===== src/rtl/uart_tx_arbiter_if.sv =====
// Request/grant bundle and the uart_tx-side handshake shared by uart_tx_arbiter and its neighbours.
// master = arbiter side, slave = requesters plus transmitter side.
interface uart_tx_arbiter_if #(
    parameter int NUM_REQ    = 4,
    parameter int DATA_WIDTH = 8
);
    logic [NUM_REQ-1:0]            req;
    logic [NUM_REQ*DATA_WIDTH-1:0] req_data;
    logic [NUM_REQ-1:0]            grant;
    logic [NUM_REQ-1:0]            ack;
    logic [NUM_REQ-1:0]            err;
    logic                          busy;
    logic                          tx_start;
    logic [DATA_WIDTH-1:0]         tx_data;
    logic                          tx_done;

    modport master (
        input  req, req_data, tx_done,
        output grant, ack, err, busy, tx_start, tx_data
    );

    modport slave (
        output req, req_data, tx_done,
        input  grant, ack, err, busy, tx_start, tx_data
    );
endinterface


===== src/rtl/uart_tx_arbiter.sv =====
// Round-robin arbiter sharing one uart_tx among NUM_REQ byte requesters.
// Each grant ends in exactly one ack or err pulse; a watchdog bounds the wait for tx_done.
//
// state | meaning
// IDLE  | no transfer in flight; arbitrate among requesters
// WAIT  | byte handed to uart_tx; waiting for tx_done or watchdog expiry
// DONE  | ack/err pulse cycle; release grant and advance the round-robin pointer
module uart_tx_arbiter #(
    parameter int NUM_REQ        = 4,
    parameter int DATA_WIDTH     = 8,
    parameter int TIMEOUT_CYCLES = 65536
) (
    input  logic              clk,
    input  logic              arstn,
    uart_tx_arbiter_if.master bus
);
    localparam int PTR_W = $clog2(NUM_REQ);
    localparam int TMR_W = $clog2(TIMEOUT_CYCLES);
    localparam logic [PTR_W-1:0] LAST_IDX  = PTR_W'(NUM_REQ - 1);
    localparam logic [TMR_W-1:0] TMR_LIMIT = TMR_W'(TIMEOUT_CYCLES - 1);

    typedef enum logic [1:0] {IDLE, WAIT, DONE} state_t;

    state_t                state_q, state_d;
    logic [PTR_W-1:0]      ptr_q, ptr_d;
    logic [PTR_W-1:0]      win_q, win_d;
    logic [PTR_W-1:0]      pick, cand;
    logic                  found;
    logic [TMR_W-1:0]      timer_q, timer_d;
    logic [NUM_REQ-1:0]    grant_q, grant_d;
    logic [NUM_REQ-1:0]    ack_q, ack_d;
    logic [NUM_REQ-1:0]    err_q, err_d;
    logic [NUM_REQ-1:0]    pick_oh, win_oh;
    logic                  busy_q, busy_d;
    logic                  tx_start_q, tx_start_d;
    logic [DATA_WIDTH-1:0] tx_data_q, tx_data_d, pick_data;

    // Search starts at ptr and wraps at NUM_REQ-1, which also covers non-power-of-two NUM_REQ.
    always_comb begin
        found     = 1'b0;
        pick      = '0;
        cand      = ptr_q;
        pick_data = '0;
        for (int off = 0; off < NUM_REQ; off++) begin
            if (!found && bus.req[cand]) begin
                found = 1'b1;
                pick  = cand;
            end
            cand = (cand == LAST_IDX) ? '0 : cand + 1'b1;
        end
        for (int i = 0; i < NUM_REQ; i++) begin
            if (pick == PTR_W'(i)) begin
                pick_data = bus.req_data[i*DATA_WIDTH +: DATA_WIDTH];
            end
        end
    end

    assign pick_oh = NUM_REQ'(1) << pick;
    assign win_oh  = NUM_REQ'(1) << win_q;

    always_comb begin
        state_d    = state_q;
        ptr_d      = ptr_q;
        win_d      = win_q;
        timer_d    = timer_q;
        grant_d    = grant_q;
        busy_d     = busy_q;
        tx_data_d  = tx_data_q;
        tx_start_d = 1'b0;
        ack_d      = '0;
        err_d      = '0;
        unique case (state_q)
            IDLE: begin
                if (found) begin
                    state_d    = WAIT;
                    win_d      = pick;
                    grant_d    = pick_oh;
                    tx_data_d  = pick_data;
                    tx_start_d = 1'b1;
                    busy_d     = 1'b1;
                    timer_d    = '0;
                end
            end
            WAIT: begin
                timer_d = (timer_q == '1) ? timer_q : timer_q + 1'b1;
                // tx_done takes priority over a watchdog expiry in the same cycle
                if (bus.tx_done) begin
                    ack_d   = win_oh;
                    state_d = DONE;
                end else if (timer_q == TMR_LIMIT) begin
                    err_d   = win_oh;
                    state_d = DONE;
                end
            end
            DONE: begin
                grant_d = '0;
                busy_d  = 1'b0;
                ptr_d   = (win_q == LAST_IDX) ? '0 : win_q + 1'b1;
                state_d = IDLE;
            end
            default: begin
                state_d = IDLE;
            end
        endcase
    end

    always_ff @(posedge clk or negedge arstn) begin
        if (!arstn) begin
            state_q    <= IDLE;
            ptr_q      <= '0;
            win_q      <= '0;
            timer_q    <= '0;
            grant_q    <= '0;
            ack_q      <= '0;
            err_q      <= '0;
            busy_q     <= 1'b0;
            tx_start_q <= 1'b0;
            tx_data_q  <= '0;
        end else begin
            state_q    <= state_d;
            ptr_q      <= ptr_d;
            win_q      <= win_d;
            timer_q    <= timer_d;
            grant_q    <= grant_d;
            ack_q      <= ack_d;
            err_q      <= err_d;
            busy_q     <= busy_d;
            tx_start_q <= tx_start_d;
            tx_data_q  <= tx_data_d;
        end
    end

    assign bus.grant    = grant_q;
    assign bus.ack      = ack_q;
    assign bus.err      = err_q;
    assign bus.busy     = busy_q;
    assign bus.tx_start = tx_start_q;
    assign bus.tx_data  = tx_data_q;
endmodule


===== src/flat_wrapper.sv =====
// flat-port wrapper written by rule: the top's interface ports become plain ports
module uart_tx_arbiter_flat 
#(
    parameter int NUM_REQ        = 4,
    parameter int DATA_WIDTH     = 8,
    parameter int TIMEOUT_CYCLES = 65536
)
  (clk, arstn, bus_req, bus_req_data, bus_tx_done, bus_grant, bus_ack, bus_err, bus_busy, bus_tx_start, bus_tx_data);
  uart_tx_arbiter_if #(.NUM_REQ(NUM_REQ), .DATA_WIDTH(DATA_WIDTH)) bus_i ();
  input  logic clk;
  input  logic arstn;
  input wire logic [$bits(bus_i.req)-1:0] bus_req;
  input wire logic [$bits(bus_i.req_data)-1:0] bus_req_data;
  input wire logic [$bits(bus_i.tx_done)-1:0] bus_tx_done;
  output wire logic [$bits(bus_i.grant)-1:0] bus_grant;
  output wire logic [$bits(bus_i.ack)-1:0] bus_ack;
  output wire logic [$bits(bus_i.err)-1:0] bus_err;
  output wire logic [$bits(bus_i.busy)-1:0] bus_busy;
  output wire logic [$bits(bus_i.tx_start)-1:0] bus_tx_start;
  output wire logic [$bits(bus_i.tx_data)-1:0] bus_tx_data;
  assign bus_i.req = bus_req;
  assign bus_i.req_data = bus_req_data;
  assign bus_i.tx_done = bus_tx_done;
  assign bus_grant = bus_i.grant;
  assign bus_ack = bus_i.ack;
  assign bus_err = bus_i.err;
  assign bus_busy = bus_i.busy;
  assign bus_tx_start = bus_i.tx_start;
  assign bus_tx_data = bus_i.tx_data;
  uart_tx_arbiter #(.NUM_REQ(NUM_REQ), .DATA_WIDTH(DATA_WIDTH), .TIMEOUT_CYCLES(TIMEOUT_CYCLES)) u_core (.clk(clk), .arstn(arstn), .bus(bus_i));
endmodule

===== config.mk =====
export PLATFORM = sky130hd
export DESIGN_NAME = uart_tx_arbiter_flat
export DESIGN_NICKNAME = d
export VERILOG_FILES = /design/src/rtl/uart_tx_arbiter_if.sv /design/src/rtl/uart_tx_arbiter.sv /design/src/flat_wrapper.sv
export SDC_FILE = /design/constraint.sdc
export NUM_CORES = 1
export LEC_CHECK = 0
export ABC_AREA = 1
export BUFFER_PORTS_ARGS = -buffer_cell sky130_fd_sc_hd__buf_2
export CORE_ASPECT_RATIO = 0.9
export CORE_MARGIN = 2
export CORE_UTILIZATION = 50
export CTS_BUF_LIST = sky130_fd_sc_hd__clkbuf_8
export CTS_CLUSTER_DIAMETER = 200
export DETAILED_ROUTE_END_ITERATION = 10
export PLACE_DENSITY = 0.74
export SETUP_SLACK_MARGIN = 0.5
export SLEW_MARGIN = 20
export SYNTH_ARGS = -nofsm -noshare
export SYNTH_HDL_FRONTEND = slang
export SYNTH_SLANG_ARGS = --single-unit

===== constraint.sdc =====
create_clock -name clk -period 2.55 [get_ports clk]
set_input_delay 0.1275 -clock clk [delete_from_list [all_inputs] [get_ports clk]]
set_output_delay 0.1275 -clock clk [all_outputs]
set_load 0.01 [all_outputs]

==> flow_metrics.tcl <==
set metrics [dict create \
    syn_nets 374 \
    yosysWarnings 0 \
    period_share 0.846 \
    synthFlopType "dfrtp_1" \
    layout.nets 454 \
    core_area_um2 4860 \
    synth-simple-area-share 0.332 \
    endpoint_kind "register" \
    postSynthCellCount 329 \
    r2r_start "u_core.ptr_q[0]$_DFFE_PN0P_" \
    setup_violations 0 \
    final-max-slew-violation-count 0 \
    cts_tree "built" \
    cts_root_buf "clkbuf_8" \
    tightest_slew_ns 0.420 \
    crit_family "simple AND/OR/NAND/NOR gates" \
    cp-start-kind "register" \
    fin_setup_tns_ns 0 \
    multiInputGateArea_um2 1430 \
    p_leak_nw 1.68 \
    gp_congestion 0.870 \
    status "complete, no violations" \
    muxShareOfSynthArea 0 \
    synthTopCellsByCount "nand2_1 (92), dfrtp_1 (44), inv_1 (36)" \
    wl_mm 6.24 \
    synth_edf_count 0 \
    path_cells "buf_4 > nand2_1 > nand2_1 > nand2_1 > nand2_2 > nor2_4 > nand3_2 > nand2_4 > inv_4 > nor2_4 > inv_4 > nand3_1 > o21ai_1" \
    antenna_found_initial 0 \
    synth_top_cell_by_area "dfrtp_1" \
    drt_iter0_markers 184 \
    timing.rr.end "u_core.timer_q[1]$_DFFE_PN0P_" \
    clockBufferDepth 2 \
    synth_top_family_by_area "simple AND/OR/NAND/NOR gates" \
    ys_ff_latch 44 \
    path_buf_inv 3 \
    max_slew_margin 0.720 \
    synth-adder-area-share 0.0295 \
    hp-class "in -> reg" \
    worstHoldPathCells 3 \
    p_per_area_nw_per_um2 1500 \
    fin_crit_ns 2.16 \
    reg2reg_depth 13 \
    reg2reg_setup_slack_ns 0.39 \
    antenna_left 0 \
    synth-compound-area-share 0.0924 \
    worst-setup-path-type "reg -> reg" \
    port_buffers 60 \
    synth_top_cell_area_share 0.433 \
    drt_first_pass_iters 4 \
    syn_avg_cell_area_um2 7.74 \
    seqCellArea_um2 1100 \
    grt.total_usage 0.221 \
    path_clk_slew_ns 0.08 \
    synthTopCellsByArea "dfrtp_1 (43%), nand2_1 (14%), inv_1 (5.3%)" \
    drc_errors 0 \
    antenna_cells 0 \
    drive_gt1_frac 0.330 \
    initial_core_util 0.523 \
    h-tree-depth 2 \
    die_x_um 79.2 \
    hp-start "bus_req_data[25]" \
    max-vdd-ir-drop_v 0.00101 \
    cp_common_cell "nand2_1" \
    maxCapViolations 0 \
    insertion_delay_ns 0.30 \
    yosysSeqAreaShare 0.433 \
    fmax_mhz 463 \
    pin_count 61 \
    grt_pass1_wl_mm 10.0 \
    synth_xor_area_frac 0.0413 \
    die_y_um 71.7 \
    hold_viol_final 0 \
    fin_util 0.685 \
    syn2layout_area_growth_pct 30.9 \
    cts_made_buffers 5 \
    placedInstanceArea_um2 2940 \
    arrival_ns 2.35 \
    post_drt_wl_per_cell_um 13.2 \
    synth_async_sr_flop_share 1.00 \
    vias_per_cell 5.17 \
    rsz0062_at_grt "yes" \
    grt_max_degree 45 \
    cpPeakStageDelay_ns 0.46 \
    grt_pass1_vias 2294 \
    cts.sinks 44 \
    cp.required_ns 2.74 \
    dpl.hpwl_mm 4.29 \
    min_to "u_core.bus.tx_data[1]$_DFFE_PN0P_" \
    cp_max_fo 10 \
    netlist_area_um2 2540 \
    dieArea_um2 5680 \
    overflow 0 \
    synth.most_common_cell "nand2_1" \
    yosys.cell_types.count 30 \
    via_count 2452 \
    num_rows 24 \
    critical_path.slowest_cell "dfrtp_2" \
    skew_ns 0.00559 \
    n_fill_cell 410 \
    final_cell_area_um2 3330 \
]
[registers in the layout, indices dropped and copies added (netlist names)]
signal               cells
u_core.bus.ack           4
u_core.bus.busy          1
u_core.bus.err           4
u_core.bus.grant         4
u_core.bus.tx_data       8
u_core.bus.tx_start      1
u_core.ptr_q             2
u_core.state_q           2
u_core.timer_q          16
u_core.win_q             2
[metrics by stage]
stage	power [mW]	cells	worst slack [ns]	hold slack [ns]
2_1_floorplan	3.04	329	0.507	-0.168
3_3_place_gp	3.55	453	0.276	0.341
3_5_place_dp	3.61	453	0.165	0.342
4_1_cts	4.47	466	0.502	0.0149
5_1_grt	5.40	474	0.264	0.0373
6_report	4.98	474	0.392	0.0360
[cells in the final DEF (no fill, tap or decap), types with 9 or more instances in the layout]
cell,instances
buf_2,60
buf_4,10
dfrtp_1,42
inv_1,35
nand2_1,81
nand2_2,13
nand3_1,19
nor2_1,31
nor3_1,10
o21ai_0,9
xor2_1,10
[worst register-to-register path: stages, from the launching register on]
cell     delay (ns)
dfrtp_2        0.46
buf_4          0.16
nand2_1        0.07
nand2_1        0.09
nand2_1        0.12
nand2_2        0.08
nor2_4         0.22
nand3_2        0.15
nand2_4        0.13
inv_4          0.07
nor2_4         0.25
inv_4          0.11
nand3_1        0.08
o21ai_1        0.06
[what timing repair did]
item                                    in CTS  in global routing
gates resized for setup                     14                 35
hold buffers                                 0                  1
endpoints found under the hold margin        0                 13
gates cloned                                 0                  2
buffers inserted                             6                  4
pin swaps                                    6                 11
endpoints found under the setup margin      28                 27
[kinds of logic after synthesis]
family	after synthesis
buffers and inverters	45
DFF	44
AOI/OAI and AO/OA	38
adders and majority gates	6
xor gates and xnor gates	12
and+or+nand+nor	184
[area by class of cell]
type / instances / area share
clock buffers: 5 / 0.0207
clock inverters: 2 / 0.00376
inverters: 40 / 0.0473
multi-input cells: 241 / 0.429
flip-flops and latches: 44 / 0.331
well taps: 65 / 0.0244
repair buffers: 77 / 0.144
[worst max path at each step]
stage / startpoint / end / cells past startpoint
global placement: u_core.ptr_q[0]$_DFFE_PN0P_ / u_core.bus.tx_data[5]$_DFFE_PN0P_ / 14
detailed placement: u_core.ptr_q[0]$_DFFE_PN0P_ / u_core.bus.tx_data[5]$_DFFE_PN0P_ / 14
floorplan: u_core.ptr_q[0]$_DFFE_PN0P_ / u_core.bus.tx_data[0]$_DFFE_PN0P_ / 13
CTS: u_core.ptr_q[1]$_DFFE_PN0P_ / u_core.bus.tx_data[5]$_DFFE_PN0P_ / 17
global route: u_core.ptr_q[0]$_DFFE_PN0P_ / u_core.timer_q[5]$_DFFE_PN0P_ / 14
finish: u_core.ptr_q[0]$_DFFE_PN0P_ / u_core.timer_q[1]$_DFFE_PN0P_ / 13
[report_power, final]
part           internal, mW  switching (mW)
Clock                 0.186           0.242
Sequential            0.883           0.118
Combinational          1.38            2.18
Total                  2.45            2.54
[layer usage]
metal,GRT usage,wire length (um),part of all wire
met1,0.297,2850,0.46
met2,0.363,2930,0.47
met3,0.0453,425,0.068
met4,0.0670,34,0.0055
met5,0,0,0
Power figures use the tool's default switching activity.
